<file path="src/rtl/regfile_pkg.sv">
// Shared defaults and data word type for the scoreboarded register file.
// The REGFILE_SB_BYPASS_EN macro (used in regfile_sb) enables same-cycle write-to-read forwarding.
package regfile_pkg;

  localparam int DEFAULT_DATA_WIDTH = 32;
  localparam int DEFAULT_ADDR_WIDTH = 5;

  typedef logic [DEFAULT_DATA_WIDTH-1:0] word_t;

endpackage

</file>
<file path="src/rtl/regfile_scoreboard.sv">
// Per-register pending bits plus a registered count of pending registers.
// A reserve and a write in the same cycle on one index leave the bit set.
module regfile_scoreboard
  import regfile_pkg::*;
#(
  parameter int ADDR_WIDTH = DEFAULT_ADDR_WIDTH,
  parameter int ZERO_REG   = 1
) (
  input  logic                  clock,
  input  logic                  ctrl_reset,
  input  logic                  reserveEn,
  input  logic [ADDR_WIDTH-1:0] reserveReg,
  input  logic                  writeEn,
  input  logic [ADDR_WIDTH-1:0] writeReg,
  input  logic [ADDR_WIDTH-1:0] readRegA,
  input  logic [ADDR_WIDTH-1:0] readRegB,
  output logic                  pendingA,
  output logic                  pendingB,
  output logic [ADDR_WIDTH:0]   pendingCount
);

  localparam int DEPTH = 1 << ADDR_WIDTH;

  logic [DEPTH-1:0]  pending;
  logic [DEPTH-1:0]  pendingNext;
  logic [DEPTH-1:0]  setMask;
  logic [DEPTH-1:0]  clrMask;
  logic [ADDR_WIDTH:0] countNext;

  // Set is applied after clear so a new producer wins over a retiring one.
  always_comb begin
    setMask = '0;
    clrMask = '0;
    if (reserveEn) setMask[reserveReg] = 1'b1;
    if (writeEn)   clrMask[writeReg]   = 1'b1;
    if (ZERO_REG != 0) setMask[0] = 1'b0;
    pendingNext = (pending & ~clrMask) | setMask;
    countNext = '0;
    for (int i = 0; i < DEPTH; i++) begin
      countNext = countNext + {{ADDR_WIDTH{1'b0}}, pendingNext[i]};
    end
  end

  always_ff @(posedge clock) begin
    if (ctrl_reset) begin
      pending      <= '0;
      pendingCount <= '0;
    end else begin
      pending      <= pendingNext;
      pendingCount <= countNext;
    end
  end

  assign pendingA = pending[readRegA];
  assign pendingB = pending[readRegB];

endmodule

</file>
<file path="src/rtl/regfile_sb.sv">
// Two-read, one-write register file with a reservation scoreboard.
// Define REGFILE_SB_BYPASS_EN to forward write data to matching reads in the same cycle.
module regfile_sb
  import regfile_pkg::*;
#(
  parameter int DATA_WIDTH = DEFAULT_DATA_WIDTH,
  parameter int ADDR_WIDTH = DEFAULT_ADDR_WIDTH,
  parameter int ZERO_REG   = 1
) (
  input  logic                  clock,
  input  logic                  ctrl_reset,
  input  logic                  ctrl_writeEn,
  input  logic [ADDR_WIDTH-1:0] ctrl_writeReg,
  input  logic [DATA_WIDTH-1:0] data_writeReg,
  input  logic [ADDR_WIDTH-1:0] ctrl_readRegA,
  input  logic [ADDR_WIDTH-1:0] ctrl_readRegB,
  output logic [DATA_WIDTH-1:0] data_readRegA,
  output logic [DATA_WIDTH-1:0] data_readRegB,
  input  logic                  ctrl_reserveEn,
  input  logic [ADDR_WIDTH-1:0] ctrl_reserveReg,
  output logic                  busy_readRegA,
  output logic                  busy_readRegB,
  output logic [ADDR_WIDTH:0]   pending_count
);

  localparam int DEPTH = 1 << ADDR_WIDTH;

  logic [DATA_WIDTH-1:0] regs [DEPTH];
  logic pendingA, pendingB;
  logic zeroA, zeroB;
  logic writeHitA, writeHitB;
  logic writeAllowed;

  assign writeAllowed = ctrl_writeEn && !((ZERO_REG != 0) && (ctrl_writeReg == '0));

  always_ff @(posedge clock) begin
    if (ctrl_reset) begin
      for (int i = 0; i < DEPTH; i++) regs[i] <= '0;
    end else if (writeAllowed) begin
      regs[ctrl_writeReg] <= data_writeReg;
    end
  end

  regfile_scoreboard #(
    .ADDR_WIDTH(ADDR_WIDTH),
    .ZERO_REG  (ZERO_REG)
  ) scoreboard (
    .clock       (clock),
    .ctrl_reset  (ctrl_reset),
    .reserveEn   (ctrl_reserveEn),
    .reserveReg  (ctrl_reserveReg),
    .writeEn     (ctrl_writeEn),
    .writeReg    (ctrl_writeReg),
    .readRegA    (ctrl_readRegA),
    .readRegB    (ctrl_readRegB),
    .pendingA    (pendingA),
    .pendingB    (pendingB),
    .pendingCount(pending_count)
  );

  assign zeroA = (ZERO_REG != 0) && (ctrl_readRegA == '0);
  assign zeroB = (ZERO_REG != 0) && (ctrl_readRegB == '0);

`ifdef REGFILE_SB_BYPASS_EN
  // Forwarding is held off during reset because that write never lands.
  assign writeHitA = ctrl_writeEn && !ctrl_reset && !zeroA && (ctrl_writeReg == ctrl_readRegA);
  assign writeHitB = ctrl_writeEn && !ctrl_reset && !zeroB && (ctrl_writeReg == ctrl_readRegB);
`else
  assign writeHitA = 1'b0;
  assign writeHitB = 1'b0;
`endif

  assign data_readRegA = zeroA ? '0 : (writeHitA ? data_writeReg : regs[ctrl_readRegA]);
  assign data_readRegB = zeroB ? '0 : (writeHitB ? data_writeReg : regs[ctrl_readRegB]);
  assign busy_readRegA = pendingA && !writeHitA;
  assign busy_readRegB = pendingB && !writeHitB;

endmodule

</file>
<file path="config.mk">
export PLATFORM = sky130hd
export DESIGN_NAME = regfile_sb
export DESIGN_NICKNAME = d
export VERILOG_FILES = /design/src/rtl/regfile_pkg.sv /design/src/rtl/regfile_scoreboard.sv /design/src/rtl/regfile_sb.sv
export SDC_FILE = /design/constraint.sdc
export NUM_CORES = 2
export LEC_CHECK = 0
export CORE_ASPECT_RATIO = 2
export CORE_MARGIN = 3
export CORE_UTILIZATION = 40
export DETAILED_ROUTE_END_ITERATION = 8
export PLACE_DENSITY_LB_ADDON = 0.25
export SLEW_MARGIN = 30
export SYNTH_ARGS = -nofsm -noshare
export SYNTH_HDL_FRONTEND = slang
export SYNTH_SLANG_ARGS = --single-unit
</file>
<file path="constraint.sdc">
create_clock -name clock -period 13.5 [get_ports clock]
set_input_delay 2.7 -clock clock [delete_from_list [all_inputs] [get_ports clock]]
set_output_delay 2.7 -clock clock [all_outputs]
set_load 0.01 [all_outputs]
</file>
==> summary.md <==
## Outcome
• run status: complete, no violations

## Critical path
• reg-to-reg critical path startpoint: scoreboard.pending[0]
• most frequent CP cell: sky130_fd_sc_hd__buf_4
• flop2flop setup slack: 7.94 ns
• r2r worst-path depth: 17
• Max Fanout on Critical Path: 62
• launching element of the worst setup path: ctrl_readRegA[2]
• critical path launch point type: primary input
• end point of the critical path: data_readRegA[0]
• worst-path cell with the longest stage delay: sky130_fd_sc_hd__a311oi_1
• required time reported for the critical path endpoint: 10.80 ns
• cell depth of the worst setup path: 9
• CP cell instances: buf_8, buf_4, buf_16, buf_4, mux2i_1, a221oi_1, o21ai_0, a311oi_1, clkdlybuf4s50_1
• slowest cell delay on critical path: 0.73 ns
• Critical Setup Path Class: primary input to primary output
• buffering stage count on the worst path with inverters included: 5
• Critical Path End Type: primary output
• Data arrival, critical path: 6.80 ns
• delay-heaviest family, CP: buffers and inverters
• capturing point of the worst reg2reg path: scoreboard.pendingCount[4]

## Clocking
• TritonCTS clock tree: yes
• clk_lat worst skew: 0.70 ns
• H-Tree Level Count: 3
• buffer cell driving the clock tree root: sky130_fd_sc_hd__clkbuf_16
• TritonCTS buffer count: 97
• total setup buffers inserted after CTS: 0
• CTS clk-pin slew, worst paths: 0.06 ns
• Resize count post-CTS: 0
• # clock sinks: 1,062
• deepest clock path buffer count: 3
• hold_buf cts: 0

## Timing
• highest clock rate: 0.1053 GHz
• minimum clock period: 9.498 ns
• final total negative setup slack: 0 ns
• worst slew margin relative to its limit: 30.47%
• Worst Tran Pin Value: 1.040 ns
• clock skew after layout: 0.01987 ns
• final number of setup-violating endpoints: 0
• final worst path period share: 70.35%
• unrepaired setup endpoints after global routing: false
• max-slew violations: 0
• final-report hold violation count: 0

## Global route
• layer with the highest usage after global routing: met2
• number of global-route vias before repair: 38,740
• initial antenna violation count: 34
• wire length of the first global-routing pass: 298,400 µm
• routing usage on met2: 50.17%
• remaining global-route overflow: 0
• GR Layer Usage met3: 5.288%
• global-route usage over all layers: 29.08%
• maximum number of pins on one net before global-route repair: 77
• GR met1 Demand/Resource: 33.08%

## Pwr
• portion of total power attributed to sequential cells: 50.1%
• Internal Pwr Total: 5.757 mW
• Clock Power Share: 36.7%
• sw frac: 25.61%
• power share of the combinational group: 13.2%
• peak supply drop: 95.69 µV
• total power: 7.740 mW
• static power due to leakage: 21.45 nW
• PD cells: 121.2 nW/µm²
• net switching component of the power: 1.983 mW

## Floorplanning
• Core Box Area: 141,500 µm²
• die span in x: 273.2 µm
• Die Y: 540.4 µm
• IO Count: 128
• Rows: 195
• initial core utilization: 40.37%
• Die Area: 147,700 µm²

## Logic synthesis
• Mapped Area: 57,120 µm²
• sequential element share of the synthesized area: 55.16%
• Unique masters post-synth: 39
• Syn Inst Count: 3,893
• post-synthesis register bit count: 1,062
• Yosys warning total: 0
• mean area per synthesized cell: 14.67 µm²

## Route
• final WL: 215,400 µm
• per-cell routed wire length: 36.97 µm
• number of routed nets with antenna violations: 0
• 1st-pass router iterations: 6
• initial detailed-routing violation count: 4,454
• DRC: 0
• via-per-instance ratio: 6.453
• total via count after detailed routing: 37,600

## Cells and area
• most common library cell in the layout ignoring fill and taps: sky130_fd_sc_hd__edfxtp_1
• area growth from synthesis to layout: 11.78%
• fraction of layout cells with a size suffix above 1: 23.16%
• most frequent cells in the layout: 1,024 x sky130_fd_sc_hd__edfxtp_1, 1,001 x sky130_fd_sc_hd__and2_1, 468 x sky130_fd_sc_hd__mux4_2, 128 x sky130_fd_sc_hd__mux2i_1, 116 x sky130_fd_sc_hd__buf_4
• Net count, final: 3,943
• final instance count without filler cells: 5,827

## Run
• Max-Cap Viols: 0

## Hold path
• worst min-delay path category: register to register

## Placed design
• Placed Cells: 5,625
• placer congestion estimate: 0.8547
• HPWL reported at the end of detailed placement: 126,100 µm
• Port-buffer cells: 127

==> how the worst min path moves through the flow <==
stage	slack, ns	cells past startpoint	endpoint	start
after detailed placement	0.57	2	scoreboard.pending[25]	scoreboard.pending[25]
after CTS	0.59	2	scoreboard.pending[25]	scoreboard.pending[25]
final	0.58	2	scoreboard.pending[21]	scoreboard.pending[21]
after global routing	0.60	2	scoreboard.pending[21]	scoreboard.pending[21]
after global placement	0.56	2	scoreboard.pending[21]	scoreboard.pending[21]
after floorplan	0.51	2	scoreboard.pending[21]	scoreboard.pending[21]
==> Yosys cell counts <==
master                         n  area (µm²)
sky130_fd_sc_hd__or3b_2        2       17.52
sky130_fd_sc_hd__a311oi_1     64       560.5
sky130_fd_sc_hd__buf_1         5       18.77
sky130_fd_sc_hd__buf_2        85       425.4
sky130_fd_sc_hd__o211a_1       1       10.01
sky130_fd_sc_hd__o21a_1        2       15.01
sky130_fd_sc_hd__nor3b_1       9       67.56
sky130_fd_sc_hd__fa_1         24       480.5
sky130_fd_sc_hd__a21boi_0      2       15.01
sky130_fd_sc_hd__a211oi_1     64       480.5
sky130_fd_sc_hd__mux2i_1     128        1281
sky130_fd_sc_hd__buf_6         2       22.52
sky130_fd_sc_hd__clkbuf_1    310        1164
sky130_fd_sc_hd__o21ai_0     140       700.7
sky130_fd_sc_hd__or4_1         2       15.01
sky130_fd_sc_hd__mux4_2      468       10540
sky130_fd_sc_hd__mux2_2       66       743.2
sky130_fd_sc_hd__a22o_1        8       70.07
sky130_fd_sc_hd__o2111ai_1    16       140.1
sky130_fd_sc_hd__nor2b_1      73       456.7
sky130_fd_sc_hd__edfxtp_1   1024       30750
sky130_fd_sc_hd__nand2b_1      2       12.51
sky130_fd_sc_hd__ha_1          8       100.1
sky130_fd_sc_hd__nand3_1       4       20.02
sky130_fd_sc_hd__or2_2         2       12.51
sky130_fd_sc_hd__and3_1        4       25.02
sky130_fd_sc_hd__inv_1        30       112.6
sky130_fd_sc_hd__and2_1     1003        6275
sky130_fd_sc_hd__a221oi_1     48       420.4
sky130_fd_sc_hd__dfxtp_1      38       760.7
sky130_fd_sc_hd__or3_1         1       6.260
sky130_fd_sc_hd__nand3b_1      3       22.52
sky130_fd_sc_hd__nor2_1       67       251.5
sky130_fd_sc_hd__nor3_1        6       30.03
sky130_fd_sc_hd__and3b_1       7       61.31
sky130_fd_sc_hd__nand2_1      72       270.3
sky130_fd_sc_hd__a22oi_1      87       653.1
sky130_fd_sc_hd__buf_4        15       112.6
sky130_fd_sc_hd__conb_1        1       3.750
==> layer usage <==
layer	routed length (µm)	vias up	part of all wire, %
li1	-	14850	-
met3	18720	707	8.7
met5	21	-	0.0097
met2	110600	2384	51
met4	14980	4	7.0
met1	71050	19660	33
==> power by group through the flow <==
stage	clock network [mW]	logic, mW	registers, mW
4_1_cts	2.86	1.02	3.88
3_3_place_gp	0	1.02	3.93
5_1_grt	2.97	1.06	3.90
6_report	2.84	1.02	3.88
2_1_floorplan	0	0.595	3.92
3_5_place_dp	0	1.02	3.95
==> state kept, by name, summed over array words and instances, names as in the netlist <==
| signal | cells |
|---|---|
| scoreboard.pendingCount | 6 |
| scoreboard.pending | 32 |
| regs | 1024 |
==> layout make-up <==
class,instances,area [µm²]
flip-flops and latches,1062,31510
diodes,27,67.56
clock buffers,117,2575
inverters,30,115.1
repair buffers,249,2186
fillers,12460,77660
clock inverters,56,555.5
multi-input cells,2415,24500
well taps,1871,2341
==> cell families (layout without fill, tap and decap cells) <==
group	Yosys count	after routing	share of synthesized area (%)
AOI/OAI and AO/OA	432	432	5.366
adders and majority gates	32	32	1.016
buffers and inverters	447	452	3.248
DFF	1062	1062	55.16
muxes	662	662	22.00
other	1	59	0.006565
and+or+nand+nor	1257	1257	13.21
==> metrics by stage <==
step                      util [%]  instance area (µm²)  hold WS [ns]  setup slack [ns]
after global placement       42.87                60660        0.5582             3.856
after floorplan                  -                57240        0.5133             5.389
after detailed placement     42.86                60650        0.5668             3.804
final                        45.12                63850        0.5838             4.002
after CTS                    45.07                63780        0.5869             3.802
after global routing         45.08                63790        0.6000             3.794
==> worst register-to-register path, delay by kind of cell, from the launching register on <==
| kind | cells | cell delay [ns] |
|---|---|---|
| fa+ha+maj | 9 | 4.12 |
| flops | 1 | 0.38 |
| buf+inv | 3 | 0.17 |
| compound gates | 3 | 0.57 |
| simple gates | 2 | 0.22 |
(Power assumes the default switching activity.)
